File: src/rtl/z5xp1_inverse_seq.sv
// z5xp1_inverse_seq: sequential decoder for the z = MUL*x + ADD code.
// Recovers x = (z - ADD) / MUL with a restoring divider that produces one
// quotient bit per cycle, MSB first. Codes that have no preimage are flagged:
// err_range means z < ADD or x does not fit in XW bits. err_mod means z - ADD
// is not a multiple of MUL. Both sides use valid/ready. The block takes one
// code at a time.
module z5xp1_inverse_seq #(
  parameter int XW  = 7,
  parameter int ZW  = 10,
  parameter int MUL = 5,
  parameter int ADD = 1
) (
  input  logic          clk,
  input  logic          rst_n,
  input  logic          in_valid,
  output logic          in_ready,
  input  logic [ZW-1:0] z_i,
  output logic          out_valid,
  input  logic          out_ready,
  output logic [XW-1:0] x_o,
  output logic          err_mod,
  output logic          err_range
);

  // The remainder never reaches MUL. One extra bit holds the trial value
  // before the subtract step.
  localparam int RW = $clog2(MUL) + 1;
  localparam int CW = (ZW > 1) ? $clog2(ZW) : 1;
  localparam logic [RW:0]   MUL_T  = (RW + 1)'(MUL);
  localparam logic [ZW:0]   ADD_W  = (ZW + 1)'(ADD);
  localparam logic [CW-1:0] CNT_TOP = CW'(ZW - 1);

  typedef enum logic [1:0] {
    IDLE = 2'd0,
    PREP = 2'd1,
    DIV  = 2'd2,
    DONE = 2'd3
  } state_t;

  state_t state, state_nxt;

  logic [ZW-1:0] z_q;       // code captured at the accept edge
  logic [ZW-1:0] d;         // dividend z - ADD (low ZW bits)
  logic          under;     // borrow out of z - ADD: z < ADD
  logic [RW-1:0] rem;       // running remainder
  logic [ZW-1:0] q;         // quotient under construction
  logic [CW-1:0] cnt;       // index of the dividend bit being consumed
  logic          div_last;  // cnt==0 step done; flags are resolved next cycle

  logic [ZW:0]   diff;
  logic [RW:0]   trial;
  logic [RW:0]   trial_sub;
  logic          trial_ge;
  logic [RW-1:0] rem_nxt;
  logic          range_flag;
  logic          mod_flag;

  // Subtract the offset with one extra bit so that the borrow shows z < ADD.
  assign diff = {1'b0, z_q} - ADD_W;

  // One restoring-division step: shift in the next dividend bit, then subtract if it fits.
  assign trial     = {rem, d[cnt]};
  assign trial_ge  = (trial >= MUL_T);
  assign trial_sub = trial - MUL_T;
  assign rem_nxt   = trial_ge ? trial_sub[RW-1:0] : trial[RW-1:0];

  // Error classification from the finished quotient and remainder.
  assign range_flag = under | (|q[ZW-1:XW]);
  assign mod_flag   = ~under & (rem != '0);

  assign in_ready  = (state == IDLE);
  // out_valid is decoded from the state register, so reset drops it at once.
  assign out_valid = (state == DONE);

  // State register.
  always_ff @(posedge clk or negedge rst_n) begin
    // NOTE: sequential state uses non-blocking assignments so that every
    // register updates from the values held before the clock edge.
    if (!rst_n) state <= IDLE;
    else        state <= state_nxt;
  end

  // Next-state logic.
  always_comb begin
    // NOTE: a default comes first, so every path assigns state_nxt and no latch is inferred.
    state_nxt = state;
    unique case (state)
      IDLE: if (in_valid) state_nxt = PREP;
      PREP: state_nxt = DIV;
      DIV:  if (div_last) state_nxt = DONE;
      DONE: if (out_ready) state_nxt = IDLE;
      default: state_nxt = IDLE;
    endcase
  end

  // Datapath: capture, prepare, divide, then register the result on entry to DONE.
  always_ff @(posedge clk or negedge rst_n) begin
    if (!rst_n) begin
      z_q       <= '0;
      d         <= '0;
      under     <= 1'b0;
      rem       <= '0;
      q         <= '0;
      cnt       <= '0;
      div_last  <= 1'b0;
      x_o       <= '0;
      err_mod   <= 1'b0;
      err_range <= 1'b0;
    end else begin
      unique case (state)
        IDLE: begin
          if (in_valid) z_q <= z_i;
        end
        PREP: begin
          d        <= diff[ZW-1:0];
          under    <= diff[ZW];
          rem      <= '0;
          q        <= '0;
          cnt      <= CNT_TOP;
          div_last <= 1'b0;
        end
        DIV: begin
          if (!div_last) begin
            rem    <= rem_nxt;
            q[cnt] <= trial_ge;
            if (cnt == '0) div_last <= 1'b1;
            else           cnt      <= cnt - 1'b1;
          end else begin
            err_range <= range_flag;
            err_mod   <= mod_flag;
            x_o       <= (range_flag | mod_flag) ? '0 : q[XW-1:0];
          end
        end
        DONE: ; // hold the result stable until out_ready
        default: ;
      endcase
    end
  end

endmodule

File: config.mk
export PLATFORM = sky130hd
export DESIGN_NAME = z5xp1_inverse_seq
export DESIGN_NICKNAME = d
export VERILOG_FILES = /design/src/rtl/z5xp1_inverse_seq.sv
export SDC_FILE = /design/constraint.sdc
export NUM_CORES = 1
export LEC_CHECK = 0
export ABC_AREA = 1
export CAP_MARGIN = 20
export CELL_PAD_IN_SITES_DETAIL_PLACEMENT = 0
export CELL_PAD_IN_SITES_GLOBAL_PLACEMENT = 1
export CORE_AREA = 2 2 83 85
export CTS_CLUSTER_DIAMETER = 200
export DETAILED_ROUTE_END_ITERATION = 7
export DIE_AREA = 0 0 85 87
export GPL_TIMING_DRIVEN = 0
export PLACE_DENSITY = 0.83
export SLEW_MARGIN = 20
export SYNTH_ARGS = -nofsm -noshare
export SYNTH_HDL_FRONTEND = slang
export SYNTH_SLANG_ARGS = --single-unit
File: constraint.sdc
create_clock -name clk -period 2.77 [get_ports clk]
set_clock_uncertainty 0.1 [all_clocks]
set_input_delay 0.4155 -clock clk [delete_from_list [all_inputs] [get_ports clk]]
set_output_delay 0.4155 -clock clk [all_outputs]
set_load 0.05 [all_outputs]
* After elaboration in Yosys (flattened, before gate mapping)
Index checks and enable logic that the tools add are counted.
Operators by class: $add $sub $neg 3, multiply operators 0, div/mod/pow operators 0, magnitude comparators 3, equality and inequality tests 8, shifts and indexed selects 0, mux-type cells 21, bitwise gates (word level) 4, reduce and logical (&&, ||, !) cells 11
Operators with widths (number):
- $pmux 10 s2 | 1
- $mux 4 | 4
- $pmux 4 s2 | 2
- $sub 10x1->11 const B | 1
- $bwmux 10 | 1
- $mux 10 | 1
- $ne 2x2->1 const B | 4
- $pmux 2 s4 | 1
- $mux 7 | 1
- $mux 2 | 3
- $reduce_and 2->1 | 3
- $reduce_and 3->1 | 2
- $ge 5x3->1 const B | 1
- $lt 4x5->1 const B | 1
- $bmux 1 s4 | 1
- $demux 1 s4 | 1
- $eq 2x2->1 const B | 2
- $ge 4x1->1 const B | 1
- $logic_not 4->1 | 1
- $mux 1 | 4
- $reduce_bool 4->1 | 1
- $sub 4x1->4 const B | 1
- $sub 4x3->4 const B | 1
- $reduce_or 3->1 | 1
- 9 further kinds | 10
Word-level totals: register bits after elaboration 51, latch bits 0, bits in writable memories 0, ROM bits 0, input port bits 14, output and inout port bits 11, word-level logic and storage cells 61, memories 0

* Logic depth before layout (Yosys ltp)
Gate-level depths: netlist (run 1).
depth in word-level cells 7, gate-level depth with buffers 15, mapped depth without buffers 15

* Worst setup path before layout (run 1)
OpenSTA, ideal clock, no wires.
path kind register to register, from register cnt[0], to register q[5], setup time 133 ps, data arrival time 1717 ps, required time 2537 ps, setup slack 820 ps, cell stages (with the launch flop) 15, path buffers 1, period minus slack after synthesis 1950 ps, path through dfrtp_1 inv_2 nand2_1 nand3_1 nand2_1 nand2_1 nand3_4 ha_1 inv_1 o21ai_0 inv_1 nand3_4 buf_12 nand2_2 o31ai_1
Between the ends: longest elaborated chain between the ends 7, elaborated cells on any way between the ends 11, classes of those cells 3 x order compare; 7 x mux; 1 x reduce/logical
RTL lines:
- start: declaration | line 47 | logic [CW-1:0] cnt;
- start signal: assignment | line 127 | else cnt <= cnt - 1'b1;
- parallel branches: the longest is 4 deep, another holds $ge 5x3->1
- $bwmux 10 * | line 125 | q[cnt] <= trial_ge;
- $mux 10 * | line 123 | if (!div_last) begin
- $pmux 10 s2 * | line 110 | unique case (state)
- end signal: indexed assignment | line 125
- end: declaration | line 46 | logic [ZW-1:0] q;
Every way passes the cells marked *. The select of a mux whose other input is x is not followed. A chain may end at the register's enable or synchronous reset.

* Worst setup path after layout (run 1)
from register state[0], to output port in_ready
Between the ends: longest elaborated chain between the ends 1
RTL lines:
- start: declaration | line 40 | state_t state, state_nxt;
- start signal: assignment | line 80 | else state <= state_nxt;
- $logic_not 2->1 | line 71 | assign in_ready = (state == IDLE);
- end: declaration | line 16 | output logic in_ready,
No other way between the ends.

==> results of run 1 <==
## kinds of logic after synthesis
kind of cell	Yosys count	share of synthesized area
and+or+nand+nor	143	0.244
buffers and inverters	56	0.0868
adders and majority gates	12	0.0557
xor gates and xnor gates	3	0.00975
DFF	51	0.474
AOI/OAI and AO/OA	55	0.126
muxes	1	0.00418
## flip-flops by register name (all words and copies together) (netlist names)
signal,cells
d,10
q,10
z_q,10
x_o,7
cnt,4
rem,4
state,2
div_last,1
err_mod,1
err_range,1
under,1
## through the flow
step | std cells | util | hold slack, ps | setup WS, ps
floorplan | 321 | - | 19.9 | 820
global placement | 425 | 0.462 | 368 | -328
detailed placement | 425 | 0.462 | 371 | 513
CTS | 433 | 0.477 | 51.3 | 397
global route | 433 | 0.477 | 75.8 | 305
finish | 433 | 0.477 | 30.1 | 413
## Yosys cell counts
master | instances | share of area
nand2_1 | 67 | 0.093
dfrtp_1 | 51 | 0.47
inv_1 | 42 | 0.058
nor2_1 | 38 | 0.053
o21ai_0 | 13 | 0.024
ha_1 | 12 | 0.056
nand3_1 | 12 | 0.022
a21oi_1 | 11 | 0.020
nand2_2 | 10 | 0.023
inv_2 | 9 | 0.013
o21ai_1 | 8 | 0.015
o31ai_1 | 8 | 0.022
a31oi_1 | 4 | 0.0093
nand4_1 | 4 | 0.0093
o21ai_2 | 4 | 0.013
clkbuf_1 | 3 | 0.0042
nor2_2 | 3 | 0.0070
a22oi_1 | 2 | 0.0056
nand3_4 | 2 | 0.013
nor3_1 | 2 | 0.0037
xor2_1 | 2 | 0.0065
a221oi_1 | 1 | 0.0033
buf_12 | 1 | 0.0074
buf_6 | 1 | 0.0042
mux2_2 | 1 | 0.0042
nand2_4 | 1 | 0.0042
nand3_2 | 1 | 0.0037
nand3b_1 | 1 | 0.0028
nor2_4 | 1 | 0.0042
nor4_2 | 1 | 0.0046
o211ai_1 | 1 | 0.0028
o211ai_2 | 1 | 0.0046
o22ai_1 | 1 | 0.0023
o32ai_1 | 1 | 0.0033
xnor2_1 | 1 | 0.0033
## worst max-delay path: cells and delay by family (launching register included)
family     cells  cell delay, ps
flops          1             410
buf+inv        2             920
fa+ha+maj      1             210
## report_power, final
part	internal, W	switching [W]
registers	0.000999	0.000201
logic	0.000592	0.00101
clock network	0.000228	0.000239
## per-layer routing
layer  share of wire  wire length, um  up-vias
met2            0.47             2360       33
met4           0.018               88        0
met3           0.032              158       10
met1            0.48             2370      972
met5               0                0        -
li1                -                -     1086
## cell type report
| class | count | area (um2) | share of cell area |
|---|---|---|---|
| Tap cell | 80 | 100 | 0.0319 |
| Multi-Input combinational cell | 214 | 1180 | 0.378 |
| Inverter | 51 | 191 | 0.0611 |
| Buffer | 5 | 42.5 | 0.0136 |
| Sequential cell | 51 | 1280 | 0.407 |
| Clock buffer | 8 | 100 | 0.0319 |
| Timing Repair Buffer | 24 | 238 | 0.0759 |
## final timing paths
kind                               start        to  slack [ps]  depth (start not counted)
worst max-delay path            state[0]  in_ready         410                          3
worst min-delay path               rst_n    x_o[0]          30                          1
worst max register to register    cnt[0]      q[5]         490                         14
worst min register to register      d[1]      d[1]         390                          2
max in group asynchronous          rst_n    z_q[5]        2120                          1
min in group clk                    d[1]      d[1]         390                          2
==> key figures, run 1 <==
Setup path
  – Critical Path AT: approximately 1800 ps
  – Startpoint types: flip-flop
  – Critical path's slowest cell: clkdlybuf4s50_1
  – Worst Path Required: around 2300 ps
  – Max incr delay on CP: 820 ps
  – Critical-path cell list: inv_1 > ha_1 > clkdlybuf4s50_1
  – Worst-path fanout max: 4
  – CP Class: flip-flop to output port
  – Critical path endpoint category: output port

CTS
  – # H-tree levels: 2
  – CTS tree: yes
  – Clock buffer depth: 2
  – Cts bufs inserted: 5
  – Post-CTS Resized: 0
  – Post-CTS Repair Setup Buffers: 0
  – Clk Latency, worst-skew pair: between 300 and 400 ps
  – Clk root buf: clkbuf_8
  – CTS sink count: 51
  – # hold bufs at CTS: 0
  – Clock-pin slew on the worst setup and hold paths: around 90 ps

STA
  – Rel. slew slack: 0.579
  – Actual slew at the worst max-slew pin: approximately 630 ps
  – RSZ-0062 raised after global routing: false
  – Hold Fails Final Rpt: 0
  – Final setup vio count: 0
  – Fmax: around 420 MHz
  – Setup Total Neg Slack: 0 ps
  – Fin crit period: 2360 ps
  – Final Slew Violations: 0
  – Final period util: 0.851

Detailed routing
  – Vias per inst: 4.85
  – DRC violations left: 0
  – DRT antenna net count: 0
  – Drt total wl: between 4000 and 5000 um
  – First DRT Iteration DRCs: just over 80
  – DRT Pass-1 Iters: 4
  – Wire per inst: 11.5 um
  – Vias: about 2100

Floorplan
  – Ports: 25
  – Rows: 30
  – Core region area: roughly 0.0066 mm2
  – Die H: between 80 and 90 um
  – Initial Utilization: 0.410
  – Die Width: 85 um
  – Die Area: 0.00740 mm2

Layout
  – Final nets: around 380
  – Most common cell after layout, fill and taps aside: nand2_1
  – Area growth, synth to finish: 16.2%
  – Post-route cell area: 0.00313 mm2
  – N_diodes: 0
  – Number of fill cells in the layout: 650
  – Fraction of layout cells with a size suffix above 1: 0.125
  – Commonest non-fill, non-tap cells in the layout: nand2_1, dfrtp_1, inv_1

Power
  – P per Cell Area: ~1000 mW/mm2
  – Worst vdd ir: 451 uV
  – Tot Pwr: about 0.0033 W
  – Leakage: 1.49 nW

Logic synthesis
  – Synthesized area: around 0.0027 mm2
  – Flops & latches, synth: roughly 50
  – Synth Warn #: 0
  – Syn Nets: ~350
  – Post-synthesis sequential area ratio: 0.474
  – Mapped Avg Cell Area: between 8 and 9 um2
  – Post-synthesis cell count: approximately 320
  – Yosys cell types: 35

Placed design
  – Placement Cell Area: 0.00303 mm2
  – Number of port buffers: 24
  – GPL Wtd Cong: just over 0.8
  – HPWL after DPL: about 3700 um

Min path
  – Hold Path Class: primary input to async pin

Global route
  – Busiest grt layer: met2
  – Met1 usage: 0.189
  – Remaining Overflow, GRT: 0
  – Largest net degree at the start of global routing: 52
  – First-pass GRT wire length: just over 9000 um
  – M2 GR Usage: 0.259
  – Total GRT Usage: 0.151
  – Initial antenna violation count: 0
  – Vias in the first global route: ~2000
  – GR Layer Usage met3: 0.0313

Run status
  – Status: completed

Run
  – Max-cap viol count: 0
Power figures use the tool's default switching activity.
==> inputs of run 2 (changes only) <==
--- a/config.mk
+++ b/config.mk
@@ -7,14 +7,12 @@
 export LEC_CHECK = 0
 export ABC_AREA = 1
 export CAP_MARGIN = 20
-export CELL_PAD_IN_SITES_DETAIL_PLACEMENT = 0
-export CELL_PAD_IN_SITES_GLOBAL_PLACEMENT = 1
-export CORE_AREA = 2 2 83 85
+export CORE_AREA = 2 2 72 74
 export CTS_CLUSTER_DIAMETER = 200
 export DETAILED_ROUTE_END_ITERATION = 7
-export DIE_AREA = 0 0 85 87
+export DIE_AREA = 0 0 74 76
 export GPL_TIMING_DRIVEN = 0
-export PLACE_DENSITY = 0.83
+export PLACE_DENSITY = 0.84
 export SLEW_MARGIN = 20
 export SYNTH_ARGS = -nofsm -noshare
 export SYNTH_HDL_FRONTEND = slang
==> run 2 against run 1 <==
Effect of this change:
- the flow now finishes with violations (hold timing)
- design area is 0.16% higher
- setup slack worse by 16 ps
- clock-buffer cell count stayed put
- total power is 0.16% higher
- non-clock buffer count is 1 higher
- register-to-register slack better by 20 ps
- sequential share of layout area is 0.065 points lower
- global-route usage is 4.5 points higher
- cell count is 2.1% lower
- clock power hardly changed
- critical endpoint unchanged
==> key figures, run 2 (synthesized netlist as in run 1, its figures left out) <==
CTS
  – # hold bufs at CTS: 0 (unchanged)
  – Clock buffer depth: 2 (unchanged)
  – Clk Latency, worst-skew pair: 310 ps (about the same)
  – CTS tree: yes
  – Cts bufs inserted: 5 (unchanged)
  – Clk root buf: clkbuf_8
  – # H-tree levels: 2 (unchanged)
  – CTS sink count: 51 (unchanged)
  – Post-CTS Resized: 0 (unchanged)
  – Clock-pin slew on the worst setup and hold paths: 90 ps (about the same)
  – Post-CTS Repair Setup Buffers: 0 (unchanged)

Detailed routing
  – DRT Pass-1 Iters: 4 (unchanged)
  – Wire per inst: 11.5 um (+0.17%)
  – Drt total wl: 4880 um (-1.9%)
  – First DRT Iteration DRCs: 146 (+76%)
  – DRC violations left: 0 (unchanged)
  – Vias per inst: 5.10 (+5.0%)
  – Vias: 2161 (+2.9%)
  – DRT antenna net count: 0 (unchanged)

Layout
  – Fraction of layout cells with a size suffix above 1: 0.127 (+0.00247)
  – N_diodes: 0 (unchanged)
  – Number of fill cells in the layout: 417 (-36%)
  – Most common cell after layout, fill and taps aside: nand2_1
  – Area growth, synth to finish: 16.4%
  – Final nets: 379 (+0.26%)
  – Commonest non-fill, non-tap cells in the layout: nand2_1, dfrtp_1, inv_1
  – Top flop regs: d: 10 flops, q: 10 flops, z_q: 10 flops

STA
  – Min Hold Slack: -0.493 ps (-30.6 ps)
  – RSZ-0062 raised after global routing: false
  – Actual slew at the worst max-slew pin: 589 ps (-42.9 ps)
  – Fmax: 421 MHz (-0.67%)
  – Rel. slew slack: 0.607 (+0.0286)
  – Setup Total Neg Slack: 0 ps (unchanged)
  – Fin crit period: 2370 ps (+16.0 ps)
  – Final period util: 0.857 (+0.00578)
  – Final setup vio count: 0 (unchanged)
  – Final Slew Violations: 0 (unchanged)
  – Hold Fails Final Rpt: 1 (+1)

Run
  – Max-cap viol count: 0 (unchanged)

Setup path
  – CP Buf/Inv Count: 2 (unchanged)
  – Worst Path Required: 2250 ps (about the same)
  – Worst R2R Start: cnt[0]
  – R2r setup slk: 510 ps (+20 ps)
  – CP Launch Point: state[0]
  – Startpoint types: flip-flop
  – Max incr delay on CP: 820 ps (about the same)
  – Critical path endpoint category: output port
  – Reg2Reg Depth: 14 (unchanged)
  – Critical path's slowest cell: clkdlybuf4s50_1
  – Critical Path AT: 1860 ps (+20 ps)
  – Worst-path fanout max: 4 (unchanged)
  – Largest delay contributor family on the critical path: buffers and inverters
  – CP Class: flip-flop to output port
  – Worst flop-to-flop path endpoint: q[0]
  – Critical-path cell list: inv_1 > ha_1 > clkdlybuf4s50_1

Run status
  – Failing checks: hold timing
  – Status: complete, but fails checks

Floorplan
  – Ports: 25 (unchanged)
  – Core region area: 0.00491 mm2 (-25%)
  – Rows: 26 (-13%)
  – Die H: 76 um (-13%)
  – Die Area: 0.00562 mm2 (-24%)
  – Initial Utilization: 0.549 (+0.138)
  – Die Width: 74 um (-13%)

Power
  – Leakage: 1.50 nW (+0.57%)
  – P per Cell Area: 1050 mW/mm2 (about the same)
  – Worst vdd ir: 413 uV (-8.4%)

Global route
  – Total GRT Usage: 0.196 (+0.0448)
  – First-pass GRT wire length: 8790 um (-3.0%)
  – Remaining Overflow, GRT: 0 (unchanged)
  – Initial antenna violation count: 0 (unchanged)
  – Vias in the first global route: 2104 (+2.5%)
  – Largest net degree at the start of global routing: 27 (-48%)

Placed design
  – HPWL after DPL: 3710 um (-0.51%)
  – GPL Wtd Cong: 0.844 (+4.5%)
  – Number of port buffers: 24 (unchanged)

Min path
  – Hold Path Class: primary input to async pin
-- run 2: changes by cell type in the layout (fill, tap and decap cells not counted) --
cell	change
buf_4	-1
buf_12	+1
buf_2	+1
-- run 2: final cells by class --
cell class              count  area, um2  area share
clock buffers               8        100      0.0319
repair buffers             25        255      0.0813
multi-input cells         214       1180       0.378
flip-flops and latches     51       1280       0.407
plain buffers               5       42.5      0.0136
inverters                  51        191      0.0610
well taps                  70       87.6      0.0279
-- run 2: worst max-delay path by stage --
stage          slack [ps]  cells after the start        to
6_report              400                      3  in_ready
5_1_grt               250                     14      q[2]
4_1_cts               400                      3  in_ready
3_5_place_dp          530                     14      q[4]
3_3_place_gp         -220                      1    z_q[9]
2_1_floorplan         820                     14      q[5]
-- run 2: per-stage QoR --
step | util | area [um2] | total power [W] | cells | worst slack (ps)
2_1_floorplan | - | 2700 | 0.00245 | 321 | 820
3_3_place_gp | 0.615 | 3020 | 0.00276 | 415 | -216
3_5_place_dp | 0.618 | 3040 | 0.00284 | 416 | 525
4_1_cts | 0.639 | 3140 | 0.00330 | 424 | 402
5_1_grt | 0.639 | 3140 | 0.00358 | 424 | 249
6_report | 0.639 | 3140 | 0.00328 | 424 | 397
-- run 2: where the power goes --
group | switching (W) | internal [W]
clock | 0.000237 | 0.000228
sequential | 0.000198 | 0.00100
combinational | 0.00102 | 0.000596
total | 0.00146 | 0.00182
-- run 2: routing by layer --
metal	global-route usage	routed length [um]	vias to the layer above	share of wire
li1	-	-	1096	-
met1	0.238	2170	1021	0.44
met2	0.334	2490	40	0.51
met3	0.0437	166	4	0.034
met4	0.0727	50	0	0.010
met5	0	0	-	0
==> inputs of run 3 (changes only) <==
--- a/config.mk
+++ b/config.mk
@@ -7,12 +7,13 @@
 export LEC_CHECK = 0
 export ABC_AREA = 1
 export CAP_MARGIN = 20
-export CORE_AREA = 2 2 72 74
+export CORE_AREA = 2 2 71 73
 export CTS_CLUSTER_DIAMETER = 200
 export DETAILED_ROUTE_END_ITERATION = 7
-export DIE_AREA = 0 0 74 76
+export DIE_AREA = 0 0 73 75
+export DONT_BUFFER_PORTS = 1
 export GPL_TIMING_DRIVEN = 0
-export PLACE_DENSITY = 0.84
+export PLACE_DENSITY_LB_ADDON = 0.12
 export SLEW_MARGIN = 20
 export SYNTH_ARGS = -nofsm -noshare
 export SYNTH_HDL_FRONTEND = slang
==> run 3 against run 2 <==
Effect of this change:
- the flow now finishes without violations
- highest routed layer unchanged
- sequential share of layout area is 3.3 points higher
- sequential cell count stayed put
- critical path depth increased by 11
- global-route usage up 0.92 points
- worst hold slack better by 160 ps
- cell count is 9.2% lower
- largest cell class unchanged
- design area fell by 7.6%
- register-to-register slack hardly changed
- clock power is 1% lower
- largest power group unchanged
- core utilization is 1.7 points lower
==> key figures, run 3 (synthesized netlist as in run 1, its figures left out) <==
Setup path
  – Worst R2R Start: cnt[0]
  – R2r setup slk: 520 ps (about the same)
  – Worst Path Required: 2880 ps (+630 ps)
  – Reg2Reg Depth: 14 (unchanged)
  – Critical path's slowest cell: dfrtp_1
  – Worst flop-to-flop path endpoint: q[6]
  – Worst-path fanout max: 11 (+7)
  – Critical path endpoint category: flip-flop
  – Max incr delay on CP: 530 ps (-290 ps)
  – Critical Path AT: 2350 ps (+490 ps)
  – Largest delay contributor family on the critical path: simple AND/OR/NAND/NOR gates
  – Startpoint types: flip-flop
  – CP Buf/Inv Count: 4 (+2)
  – Most Frequent Cell on Critical Path: nand2_1
  – CP Class: flip-flop to flip-flop
  – Critical-path cell list: inv_2 > nand2_1 > nand3_1 > nand2_1 > nand2_1 > nand3_4 > ha_1 > inv_1 > o21ai_0 > inv_1 > nand3_4 > buf_12 > nand2_2 > o31ai_1

Global route
  – Largest net degree at the start of global routing: 52 (+93%)
  – Remaining Overflow, GRT: 0 (unchanged)
  – Vias in the first global route: 1951 (-7.3%)
  – First-pass GRT wire length: 8600 um (-2.2%)
  – Total GRT Usage: 0.205 (+0.00918)
  – Initial antenna violation count: 0 (unchanged)

STA
  – Rel. slew slack: 0.619 (+0.0117)
  – Hold Fails Final Rpt: 0 (-1)
  – Fmax: 445 MHz (+5.6%)
  – Final setup vio count: 0 (unchanged)
  – RSZ-0062 raised after global routing: false
  – Setup Total Neg Slack: 0 ps (unchanged)
  – Final period util: 0.811 (-0.0455)
  – Actual slew at the worst max-slew pin: 572 ps (-17.5 ps)
  – Min Hold Slack: 160 ps (+161 ps)
  – Final Slew Violations: 0 (unchanged)
  – Fin crit period: 2250 ps (-126 ps)

Layout
  – Area growth, synth to finish: 7.61%
  – Commonest non-fill, non-tap cells in the layout: nand2_1, dfrtp_1, inv_1
  – Top flop regs: d: 10 flops, q: 10 flops, z_q: 10 flops
  – Most common cell after layout, fill and taps aside: nand2_1
  – Fraction of layout cells with a size suffix above 1: 0.133 (+0.00581)
  – Final nets: 356 (-6.1%)
  – N_diodes: 0 (unchanged)

CTS
  – # hold bufs at CTS: 2 (+2)
  – CTS tree: yes
  – Cts bufs inserted: 5 (unchanged)
  – Clock buffer depth: 2 (unchanged)
  – Clk root buf: clkbuf_8
  – Clock-pin slew on the worst setup and hold paths: 90 ps (about the same)
  – CTS sink count: 51 (unchanged)
  – Post-CTS Resized: 0 (unchanged)
  – Clk Latency, worst-skew pair: 300 ps (about the same)
  – # H-tree levels: 2 (unchanged)
  – Post-CTS Repair Setup Buffers: 0 (unchanged)

Detailed routing
  – DRT antenna net count: 0 (unchanged)
  – First DRT Iteration DRCs: 130 (-11%)
  – Vias per inst: 5.31 (+4.2%)
  – Drt total wl: 4930 um (+1.0%)
  – Vias: 2045 (-5.4%)
  – Wire per inst: 12.8 um (+11%)
  – DRT Pass-1 Iters: 4 (unchanged)
  – DRC violations left: 0 (unchanged)

Power
  – P per Cell Area: 1100 mW/mm2 (+5.5%)
  – Worst vdd ir: 634 uV (+54%)
  – Leakage: 1.42 nW (-5.5%)

Floorplan
  – Die Area: 0.00548 mm2 (-2.6%)
  – Die Width: 73 um (-1.4%)
  – Core region area: 0.00466 mm2 (-5.1%)
  – Die H: 75 um (-1.3%)
  – Rows: 25 (-3.8%)
  – Initial Utilization: 0.578 (+0.0296)
  – Ports: 25 (unchanged)

Placed design
  – HPWL after DPL: 3600 um (-3.1%)
  – GPL Wtd Cong: 0.871 (+3.1%)
  – Number of port buffers: 0 (-100%)

Run
  – Max-cap viol count: 0 (unchanged)

Min path
  – Hold path depth: 1
  – Hold Path Class: primary input to flip-flop
  – HP Start: z_i[9]
  – Hold worst-path end: z_q[9]

Run status
  – Status: completed
-- run 3: worst max-delay path by stage --
stage | to | from | cells past startpoint
2_1_floorplan | q[5] | cnt[0] | 14
3_3_place_gp | q[2] | cnt[0] | 14
3_5_place_dp | q[6] | cnt[0] | 14
4_1_cts | q[6] | cnt[0] | 14
5_1_grt | q[6] | cnt[0] | 14
6_report | q[6] | cnt[0] | 14
-- run 3: stage by stage --
step	power, W	instances	worst slack, ps	util	area (um2)
2_1_floorplan	0.00245	321	820	-	2700
3_3_place_gp	0.00270	375	584	0.593	2760
3_5_place_dp	0.00274	375	532	0.593	2760
4_1_cts	0.00324	385	489	0.622	2900
5_1_grt	0.00350	385	240	0.622	2900
6_report	0.00320	385	523	0.622	2900
-- run 3: cell type report --
cell class | instances | area [um2]
fill | 421 | 1760
sequential | 51 | 1280
multi-input combinational | 214 | 1180
inverter | 51 | 191
clock buffer | 8 | 100
tap | 54 | 67.6
buffer | 5 | 42.5
timing repair buffer | 2 | 37.5
-- run 3: routing by layer --
layer	track usage	routed length, um	vias to the layer above
li1	-	-	1043
met1	0.254	2190	952
met2	0.354	2460	41
met3	0.0402	179	9
met4	0.0823	95	0
met5	0	0	-
-- run 3: power by group --
group	internal [W]	switching, W	total, W
combinational	0.000533	0.000939	0.00147
sequential	0.000998	0.000267	0.00127
clock	0.000228	0.000231	0.000460
total	0.00176	0.00144	0.00320
